### config.mk
export PLATFORM = sky130hd
export DESIGN_NAME = imem_loader
export DESIGN_NICKNAME = d
export VERILOG_FILES = /design/src/rtl/imem_loader.sv
export SDC_FILE = /design/constraint.sdc
export NUM_CORES = 1
export LEC_CHECK = 0
export CAP_MARGIN = 20
export CORE_MARGIN = 3
export CORE_UTILIZATION = 25
export CTS_BUF_LIST = sky130_fd_sc_hd__clkbuf_4 sky130_fd_sc_hd__clkbuf_8
export DETAILED_ROUTE_END_ITERATION = 8
export PLACE_DENSITY_LB_ADDON = 0.25
export SYNTH_ARGS = -nofsm -noshare
export SYNTH_HDL_FRONTEND = slang
export SYNTH_SLANG_ARGS = --single-unit
### constraint.sdc
create_clock -name i_clk -period 2.4 [get_ports i_clk]
set_input_delay 0.36 -clock i_clk [delete_from_list [all_inputs] [get_ports i_clk]]
set_output_delay 0.36 -clock i_clk [all_outputs]
set_load 0.02 [all_outputs]
### src/rtl/imem_loader.sv
// imem_loader: streams 32-bit instruction words into a byte-wide instruction
// memory, little-endian, four byte writes per word. The processor core is held
// in reset until the last word of the image has been written.
//
// Ports:
//   i_clk          clock, rising edge
//   i_rst_n        asynchronous active-low reset
//   i_start        restart a load from address 0 (honoured only in DONE)
//   i_in_valid     i_in_word / i_in_last valid
//   o_in_ready     loader can accept a word this cycle
//   i_in_word      instruction word, byte 0 = i_in_word[7:0]
//   i_in_last      final word of the image
//   o_mem_we       byte write strobe
//   o_mem_addr     byte address
//   o_mem_wdata    byte data
//   o_core_hold    1 = hold the processor in reset
//   o_load_done    image loaded
//   o_overflow     sticky: a word was offered with no room left
//   o_checksum     modulo-256 sum of written bytes
//
// Build option: define IMEM_LOADER_CHECKSUM_EN to enable the running checksum;
// otherwise o_checksum is tied to zero.
//
// state | meaning
// IDLE  | waiting for a word, o_in_ready high
// WRITE | emitting the four bytes of the latched word
// DONE  | image loaded (or overflowed), core released, waiting for i_start

module imem_loader #(
  parameter int DEPTH  = 64,
  parameter int ADDR_W = 6
) (
  input  logic              i_clk,
  input  logic              i_rst_n,
  input  logic              i_start,
  input  logic              i_in_valid,
  output logic              o_in_ready,
  input  logic [31:0]       i_in_word,
  input  logic              i_in_last,
  output logic              o_mem_we,
  output logic [ADDR_W-1:0] o_mem_addr,
  output logic [7:0]        o_mem_wdata,
  output logic              o_core_hold,
  output logic              o_load_done,
  output logic              o_overflow,
  output logic [7:0]        o_checksum
);

  typedef enum logic [1:0] {IDLE, WRITE, DONE} state_t;

  // One extra pointer bit so a completely filled memory is not mistaken for
  // an empty one.
  localparam logic [ADDR_W:0] DEPTH_W = (ADDR_W+1)'(DEPTH);
  localparam logic [ADDR_W:0] FOUR_W  = (ADDR_W+1)'(4);

  state_t            r_state, w_state_nxt;
  logic [ADDR_W:0]   r_wp, w_wp_nxt;
  logic [1:0]        r_bi, w_bi_nxt;
  logic [31:0]       r_word, w_word_nxt;
  logic              r_last, w_last_nxt;
  logic              r_mem_we, w_mem_we_nxt;
  logic [ADDR_W-1:0] r_mem_addr, w_mem_addr_nxt;
  logic [7:0]        r_mem_wdata, w_mem_wdata_nxt;
  logic              r_core_hold, w_core_hold_nxt;
  logic              r_load_done, w_load_done_nxt;
  logic              r_overflow, w_overflow_nxt;

  logic              w_room;
  logic [1:0]        w_bi_inc;
  logic              w_restart;

  assign w_room    = (r_wp + FOUR_W) <= DEPTH_W;
  assign w_bi_inc  = r_bi + 2'd1;
  assign w_restart = (r_state == DONE) && i_start;

  // Ready is gated by reset so nothing can handshake while reset is held.
  assign o_in_ready = i_rst_n && (r_state == IDLE);

  always_ff @(posedge i_clk or negedge i_rst_n) begin
    if (!i_rst_n) begin
      r_state     <= IDLE;
      r_wp        <= '0;
      r_bi        <= '0;
      r_word      <= '0;
      r_last      <= 1'b0;
      r_mem_we    <= 1'b0;
      r_mem_addr  <= '0;
      r_mem_wdata <= '0;
      r_core_hold <= 1'b1;
      r_load_done <= 1'b0;
      r_overflow  <= 1'b0;
    end else begin
      r_state     <= w_state_nxt;
      r_wp        <= w_wp_nxt;
      r_bi        <= w_bi_nxt;
      r_word      <= w_word_nxt;
      r_last      <= w_last_nxt;
      r_mem_we    <= w_mem_we_nxt;
      r_mem_addr  <= w_mem_addr_nxt;
      r_mem_wdata <= w_mem_wdata_nxt;
      r_core_hold <= w_core_hold_nxt;
      r_load_done <= w_load_done_nxt;
      r_overflow  <= w_overflow_nxt;
    end
  end

  // The memory outputs are registered, so each byte is loaded one edge ahead
  // of the cycle in which it is presented: byte 0 on the accept edge, byte
  // bi+1 while WRITE shows byte bi.
  always_comb begin
    w_state_nxt     = r_state;
    w_wp_nxt        = r_wp;
    w_bi_nxt        = r_bi;
    w_word_nxt      = r_word;
    w_last_nxt      = r_last;
    w_mem_we_nxt    = 1'b0;
    w_mem_addr_nxt  = r_mem_addr;
    w_mem_wdata_nxt = r_mem_wdata;
    w_core_hold_nxt = r_core_hold;
    w_load_done_nxt = r_load_done;
    w_overflow_nxt  = r_overflow;
    case (r_state)
      IDLE: begin
        if (i_in_valid) begin
          if (w_room) begin
            w_state_nxt     = WRITE;
            w_bi_nxt        = 2'd0;
            w_word_nxt      = i_in_word;
            w_last_nxt      = i_in_last;
            w_mem_we_nxt    = 1'b1;
            w_mem_addr_nxt  = r_wp[ADDR_W-1:0];
            w_mem_wdata_nxt = i_in_word[7:0];
          end else begin
            w_state_nxt     = DONE;
            w_overflow_nxt  = 1'b1;
            w_load_done_nxt = 1'b1;
            w_core_hold_nxt = 1'b0;
          end
        end
      end
      WRITE: begin
        if (r_bi == 2'd3) begin
          w_wp_nxt = r_wp + FOUR_W;
          if (r_last) begin
            w_state_nxt     = DONE;
            w_load_done_nxt = 1'b1;
            w_core_hold_nxt = 1'b0;
          end else begin
            w_state_nxt = IDLE;
          end
        end else begin
          w_bi_nxt        = w_bi_inc;
          w_mem_we_nxt    = 1'b1;
          w_mem_addr_nxt  = r_wp[ADDR_W-1:0] + ADDR_W'(w_bi_inc);
          w_mem_wdata_nxt = r_word[{w_bi_inc, 3'b000} +: 8];
        end
      end
      DONE: begin
        if (i_start) begin
          w_state_nxt     = IDLE;
          w_wp_nxt        = '0;
          w_load_done_nxt = 1'b0;
          w_core_hold_nxt = 1'b1;
          w_overflow_nxt  = 1'b0;
        end
      end
      default: w_state_nxt = IDLE;
    endcase
  end

  assign o_mem_we    = r_mem_we;
  assign o_mem_addr  = r_mem_addr;
  assign o_mem_wdata = r_mem_wdata;
  assign o_core_hold = r_core_hold;
  assign o_load_done = r_load_done;
  assign o_overflow  = r_overflow;

`ifdef IMEM_LOADER_CHECKSUM_EN
  logic [7:0] r_checksum;

  // Sums the byte the memory captures on this edge.
  always_ff @(posedge i_clk or negedge i_rst_n) begin
    if (!i_rst_n) begin
      r_checksum <= '0;
    end else if (w_restart) begin
      r_checksum <= '0;
    end else if (r_mem_we) begin
      r_checksum <= r_checksum + r_mem_wdata;
    end
  end

  assign o_checksum = r_checksum;
`else
  logic w_unused_restart;
  assign w_unused_restart = w_restart;
  assign o_checksum       = 8'h00;
`endif

endmodule

* After elaboration in Yosys (flattened, before gate mapping)
Cells that the tools add are included.
** Storage, ports and cells
- Input bits :: 37
- Register bits :: 62
- Logic and storage cells :: 76
- Output and inout port bits :: 27
** Cells by class
- Equal/unequal tests :: 10
- Multiplexer cells :: 38
- Magnitude comparators :: 1
- Reduce and logical (&&, ||, !) cells :: 12
- $add $sub $neg :: 3
- Shifts and indexed selects :: 1
** Operator list (count)
- 32-bit by 6-bit indexed part select with 8-bit output :: 1
- 8-bit 2-to-1 mux :: 3
- 6-bit 2-to-1 mux :: 3
- 2-bit 2-to-1 mux :: 8
- 8-bit case mux with 2 select lines :: 1
- 7-bit 2-to-1 mux :: 2
- 2-bit inequality test (second input constant) :: 7
- 7-bit case mux with 2 select lines :: 1
- 1-bit 2-to-1 mux :: 13
- 6-bit case mux with 2 select lines :: 1
- 3-bit AND reduction :: 3
- 4-bit AND reduction :: 2
- 7-bit by 3-bit adder with 7-bit output (second input constant) :: 1
- 7-bit <= comparator (second input constant) :: 1
- 6-bit by 2-bit adder with 6-bit output :: 1
- 1-bit case mux with 3 select lines :: 2
- 2-bit case mux with 3 select lines :: 1
- 6-bit AND reduction :: 1
- 2-bit nonzero test :: 3
- 2-bit == test (second input constant) :: 2
- 1-bit case mux with 2 select lines :: 2
- 2-bit case mux with 2 select lines :: 1
- 3-bit nonzero test :: 1
- 2-bit by 1-bit adder with 2-bit output (second input constant) :: 1
- 3 further kinds :: 3

* Longest topological paths before layout
Gate-level depths: netlist of run 1.
- Depth in word-level cells :: 5
- Gate-level depth with buffers :: 7

* Least setup slack after synthesis of run 1
Ideal clock, no wire load.
- Kind :: register to register
- From :: register r_wp[2]
- To :: register r_last
- Stages on the path, launching flop included :: 8
- Setup slack :: 0.278 ns
- Arrival time :: 1.997 ns
- Data required time :: 2.275 ns
- Period minus slack after synthesis :: 2.122 ns
- Cell sequence :: dfrtp_1 -> ha_1 -> and3_1 -> a211o_2 -> or2_1 -> buf_6 -> buf_12 -> mux2_4
** Between the ends
- Cells in the longest elaborated chain, start to end :: 3
** Ends and longest elaborated chain
- start, declared :: line 57 : logic [ADDR_W:0] r_wp, w_wp_nxt;
- start signal, assigned :: line 94 : r_wp <= w_wp_nxt;
- 7-bit by 3-bit adder with 7-bit output :: line 72 : assign w_room = (r_wp + FOUR_W) <= DEPTH_W;
- 7-bit <= comparator :: line 72
- 3-bit AND reduction (no source line)
- end signal, assigned :: line 97 : r_last <= w_last_nxt;
- end, declared :: line 60 : logic r_last, w_last_nxt;
Every way passes these cells.
A chain may end at the register's enable or synchronous reset.

* Final worst setup path of run 1
- From :: register r_wp[2]
- To :: register r_word[5]
** Between the ends
- Cells in the longest elaborated chain, start to end :: 3
** Ends and longest elaborated chain
- 7-bit by 3-bit adder with 7-bit output :: line 72
- 7-bit <= comparator :: line 72
- 3-bit AND reduction (no source line)
- end signal, assigned :: line 96 : r_word <= w_word_nxt;
- end, declared :: line 59 : logic [31:0] r_word, w_word_nxt;
Every way passes these cells.

==> metrics.txt, run 1 <==
H-Tree Depth 3; Nets 326; drt total wl 6310 um; asr flop ratio synth 1.00; number of setup buffers added after CTS 0; Die ar. 0.0133 mm^2; vias in the first global route around 1,900; num ports 64; CP required 2620 ps; Syn-to-layout area delta 30.0%; Post-synth top cells 59 x dfrtp_1, 34 x mux2_4, 33 x nand2_1, 11 x mux2_2; Setup Viol. Count Final 0; # port buffers 55; Synth Area per Inst 13.6 um^2; total area of sequential cells 0.00150 mm^2; Root Driver clkbuf_8; die width 115 um; sequential area share after synthesis 0.504; Rel. slew slack 0.480; number of synthesized flops with an enable pin 0; most frequent cell after synthesis dfrtp_1; dpl ws 212 ps; initial drt markers 82; top cells by area, synth dfrtp_1 49%, mux2_4 17%, mux4_2 6.0%; run status finished clean; hold slack 245 ps; Filler cells 1,151; row count 39; synthesized area 0.00298 mm^2; via/cell ratio 4.24; Synth cell types 40; n_diodes 0; largest net degree at the start of global routing 61; min setup slack post-route 179 ps; CP Capture Type flop; hold-fix buffers at CTS 0; setup_tns 0 ps; Worst Reg-to-Reg Cells 6; Lkg Pwr 0.00178 uW; Detail Route Antenna Nets 0; Worst Tran Pin Value 779 ps; drt pass-1 iters 4; reg-to-reg startpoint r_wp[2]; Initial Util 0.258; RePlAce Congestion 0.767; Crit Path Max Fanout 20; HPWL after DPL 4490 um; Overflow after GRT 0; area share of the largest cell type after synthesis 0.495; warnings from Yosys 0; Power Dens Cells 1470 mW/mm^2; Mapped Cells 220; DRC Markers 0; GRT Resource Usage Total 0.104; max-cap check violation count 0; Worst-path clk slew 70 ps; RSZ-0062 raised after global routing false; core area approximately 0.012 mm^2; Die Ht 115 um; CTS tree done; largest area contributor in the netlist dfrtp_1; Worst R2R End r_word[5]; flops & latches, synth 60; WL/cell 14.6 um; FMAX 450 MHz; DR vias 1,835; CTS Sinks 60; Setup CP Type reg2reg; layout cells sized above 1 0.293; initial antenna violation count 0; final hold vios 0; final period demand of the worst path 2220 ps; Final period util 0.925; Min-Delay Path Class in2async; cts repair resizes 0; Multi-input gate area 0.00132 mm^2; R2R Setup Slk 180 ps; clk buf depth 2; Slew Viols, Final 0; Synth Flop Type dfrtp_1; CTS Buf Count 9; WP data arrival 2440 ps; Skew-Pair Late Insertion Delay 340 ps; first-pass GRT wire length 10,500 um; startpoint type of the worst setup path flop; worst vdd ir about 0.00047 V; Clock Skew around 7.5 ps
==> worst max-delay path, cell delays in order (launching register included) <==
cell and delay [ps]:
dfrtp_1 380, ha_1 260, and3_1 210, a211o_2 330
or2_2 330, buf_4 260, mux2_4 330
==> power breakdown <==
part / switching, uW / leakage, uW / internal (uW) / total [uW]
Clock: 403 / 0.000122 / 666 / 1070
Sequential: 291 / 0.000714 / 1530 / 1820
Combinational: 1190 / 0.000949 / 1640 / 2820
==> layout by cell type, fill, tap and decap left out, drive strengths merged, types with 2 or more instances in the layout <==
master / n
clkdlybuf4s50: 54
nor2b: 2
a21o: 2
dfrtp: 59
conb: 9
nor2: 3
xnor2: 2
a211oi: 2
a21oi: 6
o21ai: 3
a22o: 2
nand2b: 3
o22ai: 2
clkbuf: 12
mux4: 8
ha: 4
buf: 12
inv: 3
clkinv: 2
bufinv: 2
and2: 2
nand2: 33
nand3: 4
mux2: 45
==> stage by stage <==
step                area, um^2  std cells  total power [uW]   util
global placement          3640        417              4670  0.315
finish                    3880        433              5720  0.335
CTS                       3880        433              5800  0.335
detailed placement        3640        417              4710  0.315
global route              3880        433              6150  0.335
floorplan                 3010        228              3980      -
==> final cells by class <==
cell class                 instances  area share
inverter                           3     0.00290
timing repair buffer              66       0.162
multi-input combinational        145       0.341
tap                              143      0.0461
clock buffer                      12      0.0426
clock inverter                     4      0.0181
sequential                        60       0.387
==> flip-flops by register name, indices dropped and copies added, names as in the netlist <==
name,flops
o_load_done,1
o_mem_addr,6
r_bi,2
o_overflow,1
o_core_hold,1
o_mem_wdata,8
r_state,2
o_mem_we,1
r_word,32
r_last,1
r_wp,5
==> kinds of logic (layout without fill, tap and decap cells) <==
kind of cell,Yosys count,count (layout),share of synthesized area
AOI/OAI and AO/OA,24,24,0.0545
xor gates and xnor gates,2,2,0.00587
adders and majority gates,4,4,0.0168
buffers and inverters,23,85,0.0633
DFF,60,60,0.504
muxes,53,53,0.273
other,1,9,0.00126
and+or+nand+nor,53,53,0.0818
==> how the worst max path moves through the flow <==
| stage | from | endpoint | slack, ps | depth (start not counted) |
|---|---|---|---|---|
| 6_report | r_wp[2] | r_word[5] | 180 | 6 |
| 4_1_cts | r_wp[2] | r_word[29] | 190 | 6 |
| 3_3_place_gp | r_wp[2] | r_word[29] | 240 | 6 |
| 3_5_place_dp | r_wp[2] | r_word[5] | 210 | 6 |
| 2_1_floorplan | r_wp[2] | r_last | 280 | 7 |
| 5_1_grt | r_wp[2] | r_word[29] | 100 | 6 |
==> per-layer routing <==
layer	vias up	part of all wire	GRT usage	routed length, um
li1	888	-	-	-
met1	886	0.48	0.139	3010
met2	51	0.45	0.157	2870
met3	10	0.047	0.0247	295
met4	0	0.022	0.0516	136
met5	-	0	0	0
(Power assumes the default switching activity.)
==> run 2: changes to the inputs <==
--- a/config.mk
+++ b/config.mk
@@ -5,7 +5,7 @@
 export SDC_FILE = /design/constraint.sdc
 export NUM_CORES = 1
 export LEC_CHECK = 0
-export CAP_MARGIN = 20
+export CAP_MARGIN = 10
 export CORE_MARGIN = 3
 export CORE_UTILIZATION = 25
 export CTS_BUF_LIST = sky130_fd_sc_hd__clkbuf_4 sky130_fd_sc_hd__clkbuf_8
@@ -14,3 +14,4 @@
 export SYNTH_ARGS = -nofsm -noshare
 export SYNTH_HDL_FRONTEND = slang
 export SYNTH_SLANG_ARGS = --single-unit
+export TNS_END_PERCENT = 5
==> results of run 2 <==
Final layout, timing and power as in run 1 (identical DEF).
==> run 3: changes to the inputs <==
--- a/config.mk
+++ b/config.mk
@@ -6,7 +6,6 @@
 export NUM_CORES = 1
 export LEC_CHECK = 0
 export CAP_MARGIN = 10
-export CORE_MARGIN = 3
 export CORE_UTILIZATION = 25
 export CTS_BUF_LIST = sky130_fd_sc_hd__clkbuf_4 sky130_fd_sc_hd__clkbuf_8
 export DETAILED_ROUTE_END_ITERATION = 8
==> run 3 against run 2 <==
- the run now ends with DRC left
- combinational power about the same
- clock skew shrank 1.5 ps
- global-route usage rose by 0.46 points
- hold slack worse by 21 ps
- maximum frequency increased by 2.1%
- register-to-register slack improved by 70 ps
- via count rose by 1.6%
- sequential share of layout area is 0.31 points higher
- first-iteration DRC count is 8.5% higher
- largest power group unchanged
==> metrics.txt, run 3 (same netlist as run 1, synthesis figures left out) <==
CP max stage cell clkdlybuf4s50_1; n_diodes 0 (unchanged); max FFs per register 32 (unchanged); Core Util, Final 0.334 (-0.00129); initial drt markers 89 (+8.5%); setup_tns 0 ps (unchanged); Initial Util 0.259 (+0.00109); largest net degree at the start of global routing 61 (unchanged); clk buf depth 2 (unchanged); Worst Tran Pin Value 778 ps (-1.25 ps); Worst-path clk slew 60 ps (about the same); Power Dens Cells 1450 mW/mm^2 (-1.6%); Overflow after GRT 0 (unchanged); RSZ-0062 raised after global routing false; H-Tree Depth 3 (unchanged); Clock Skew 6.00 ps (-1.47 ps); Clk network pwr share 0.167 (-0.020); Root Driver clkbuf_8; switching part of the total power 0.334 (+0.00480); most common cell after layout, fill and taps aside dfrtp_1; cts repair resizes 0 (unchanged); WP data arrival 1810 ps (-630 ps); CTS tree done; via/cell ratio 4.32 (+2.1%); Lkg Pwr 0.00176 uW (-1.1%); Crit Path Max Fanout 14 (-30%); run status finished with violations; startpoint type of the worst setup path flop; final period demand of the worst path 2170 ps (-46.2 ps); met3 WL 217 um (-26%); DRC Markers 7 (+7); Setup Viol. Count Final 0 (unchanged); CP Capture Type output port; number of setup buffers added after CTS 0 (unchanged); post-route insts no fill 431 (-0.46%); critical path, cell by cell nor2_1 -> and2_1 -> clkdlybuf4s50_1; failing checks DRC; die width 111 um (-3.5%); Inst Count DP 415 (-0.48%); Nets 324 (-0.61%); worst vdd ir 0.000371 V (-20%); initial antenna violation count 0 (unchanged); Setup CP Type reg2out; combinational share of power 0.501 (+0.007); met2 wire length 2930 um (+2.0%); CTS Sinks 60 (unchanged); final hold vios 0 (unchanged); drt total wl 6140 um (-2.8%); drt pass-1 iters 6 (+2); vias in the first global route 1,904 (-2.3%); GRT Resource Usage Total 0.108 (+0.00465); WL/cell 14.2 um (-2.3%); Largest Register r_word; Die Ht 111 um (-3.5%); max incr delay on CP 590 ps (+210 ps); Final period util 0.906 (-0.0193); NetSw 1860 uW (-0.96%); Die ar. 0.0124 mm^2 (-6.8%); CTS Buf Count 9 (unchanged); sequential power share 0.332 (+0.013); Max Used Layer met4; Slew Viols, Final 0 (unchanged); hold-fix buffers at CTS 0 (unchanged); Detail Route Antenna Nets 0 (unchanged); Min-Delay Path Class in2async; DRT met1 WL 2890 um (-4.0%); Skew-Pair Late Insertion Delay 330 ps (about the same); Syn-to-layout area delta 28.9%; first-pass GRT wire length 10,000 um (-4.0%); P_int 3720 uW (-3.1%); num ports 64 (unchanged); most frequent cells in the layout 59 x dfrtp_1, 54 x clkdlybuf4s50_1, 34 x mux2_4; RePlAce Congestion 0.686 (-11%); layout cells sized above 1 0.288 (-0.00491); core area 0.0115 mm^2 (-0.42%); Rel. slew slack 0.481 (+0.000834); max-cap check violation count 0 (unchanged); CP required 2040 ps (-580 ps); FMAX 460 MHz (+2.1%); HPWL after DPL 4230 um (-5.9%); # port buffers 55 (unchanged); DR vias 1,864 (+1.6%); row count 39 (unchanged)
-- run 3: path summary, 6_finish.rpt --
check | startpoint | endpoint | slack (ps) | depth (start not counted)
setup / recovery | r_state[1] | o_in_ready | 230 | 3
hold / removal | i_rst_n | r_wp[4] | 220 | 2
setup reg to reg | r_wp[2] | r_word[27] | 250 | 6
hold reg to reg | o_core_hold | o_core_hold | 470 | 2
max in group asynchronous | i_rst_n | r_word[3] | 1660 | 2
min in group i_clk | o_core_hold | o_core_hold | 470 | 2
-- run 3: layout make-up --
| cell class | instances | area (um^2) |
|---|---|---|
| repair buffers | 64 | 626 |
| clock inverters | 4 | 47.5 |
| multi-input cells | 145 | 1320 |
| clock buffers | 12 | 159 |
| flip-flops and latches | 60 | 1500 |
| well taps | 143 | 179 |
| fillers | 1161 | 7670 |
| inverters | 3 | 11.3 |
-- run 3: worst max-delay path: cells and delay by family (launching register included) --
family / cells / cell delay, ps
buf+inv: 1 / 590
flops: 1 / 530
simple gates: 2 / 360
-- run 3: per-stage QoR --
step,hold WS [ps],setup WS (ps),area [um^2],total power (uW)
CTS,270,196,3850,5670
finish,224,225,3850,5580
global placement,458,290,3640,4670
global route,297,108,3850,5990
detailed placement,460,271,3640,4710
floorplan,64.4,278,3010,3980
-- run 3: layer usage --
layer | up-vias | GRT usage
met2 | 52 | 0.169
met1 | 916 | 0.138
met4 | 0 | 0.0595
met5 | - | 0
met3 | 9 | 0.0268
li1 | 887 | -
-- run 3: power groups by stage --
| stage | Sequential (uW) | Combinational, uW | Clock (uW) |
|---|---|---|---|
| after detailed placement | 1870 | 2840 | 0 |
| final | 1850 | 2790 | 933 |
| after CTS | 1860 | 2850 | 965 |
| after global routing | 1920 | 3050 | 1020 |
| after global placement | 1860 | 2800 | 0 |
| after floorplan | 1950 | 2030 | 0 |
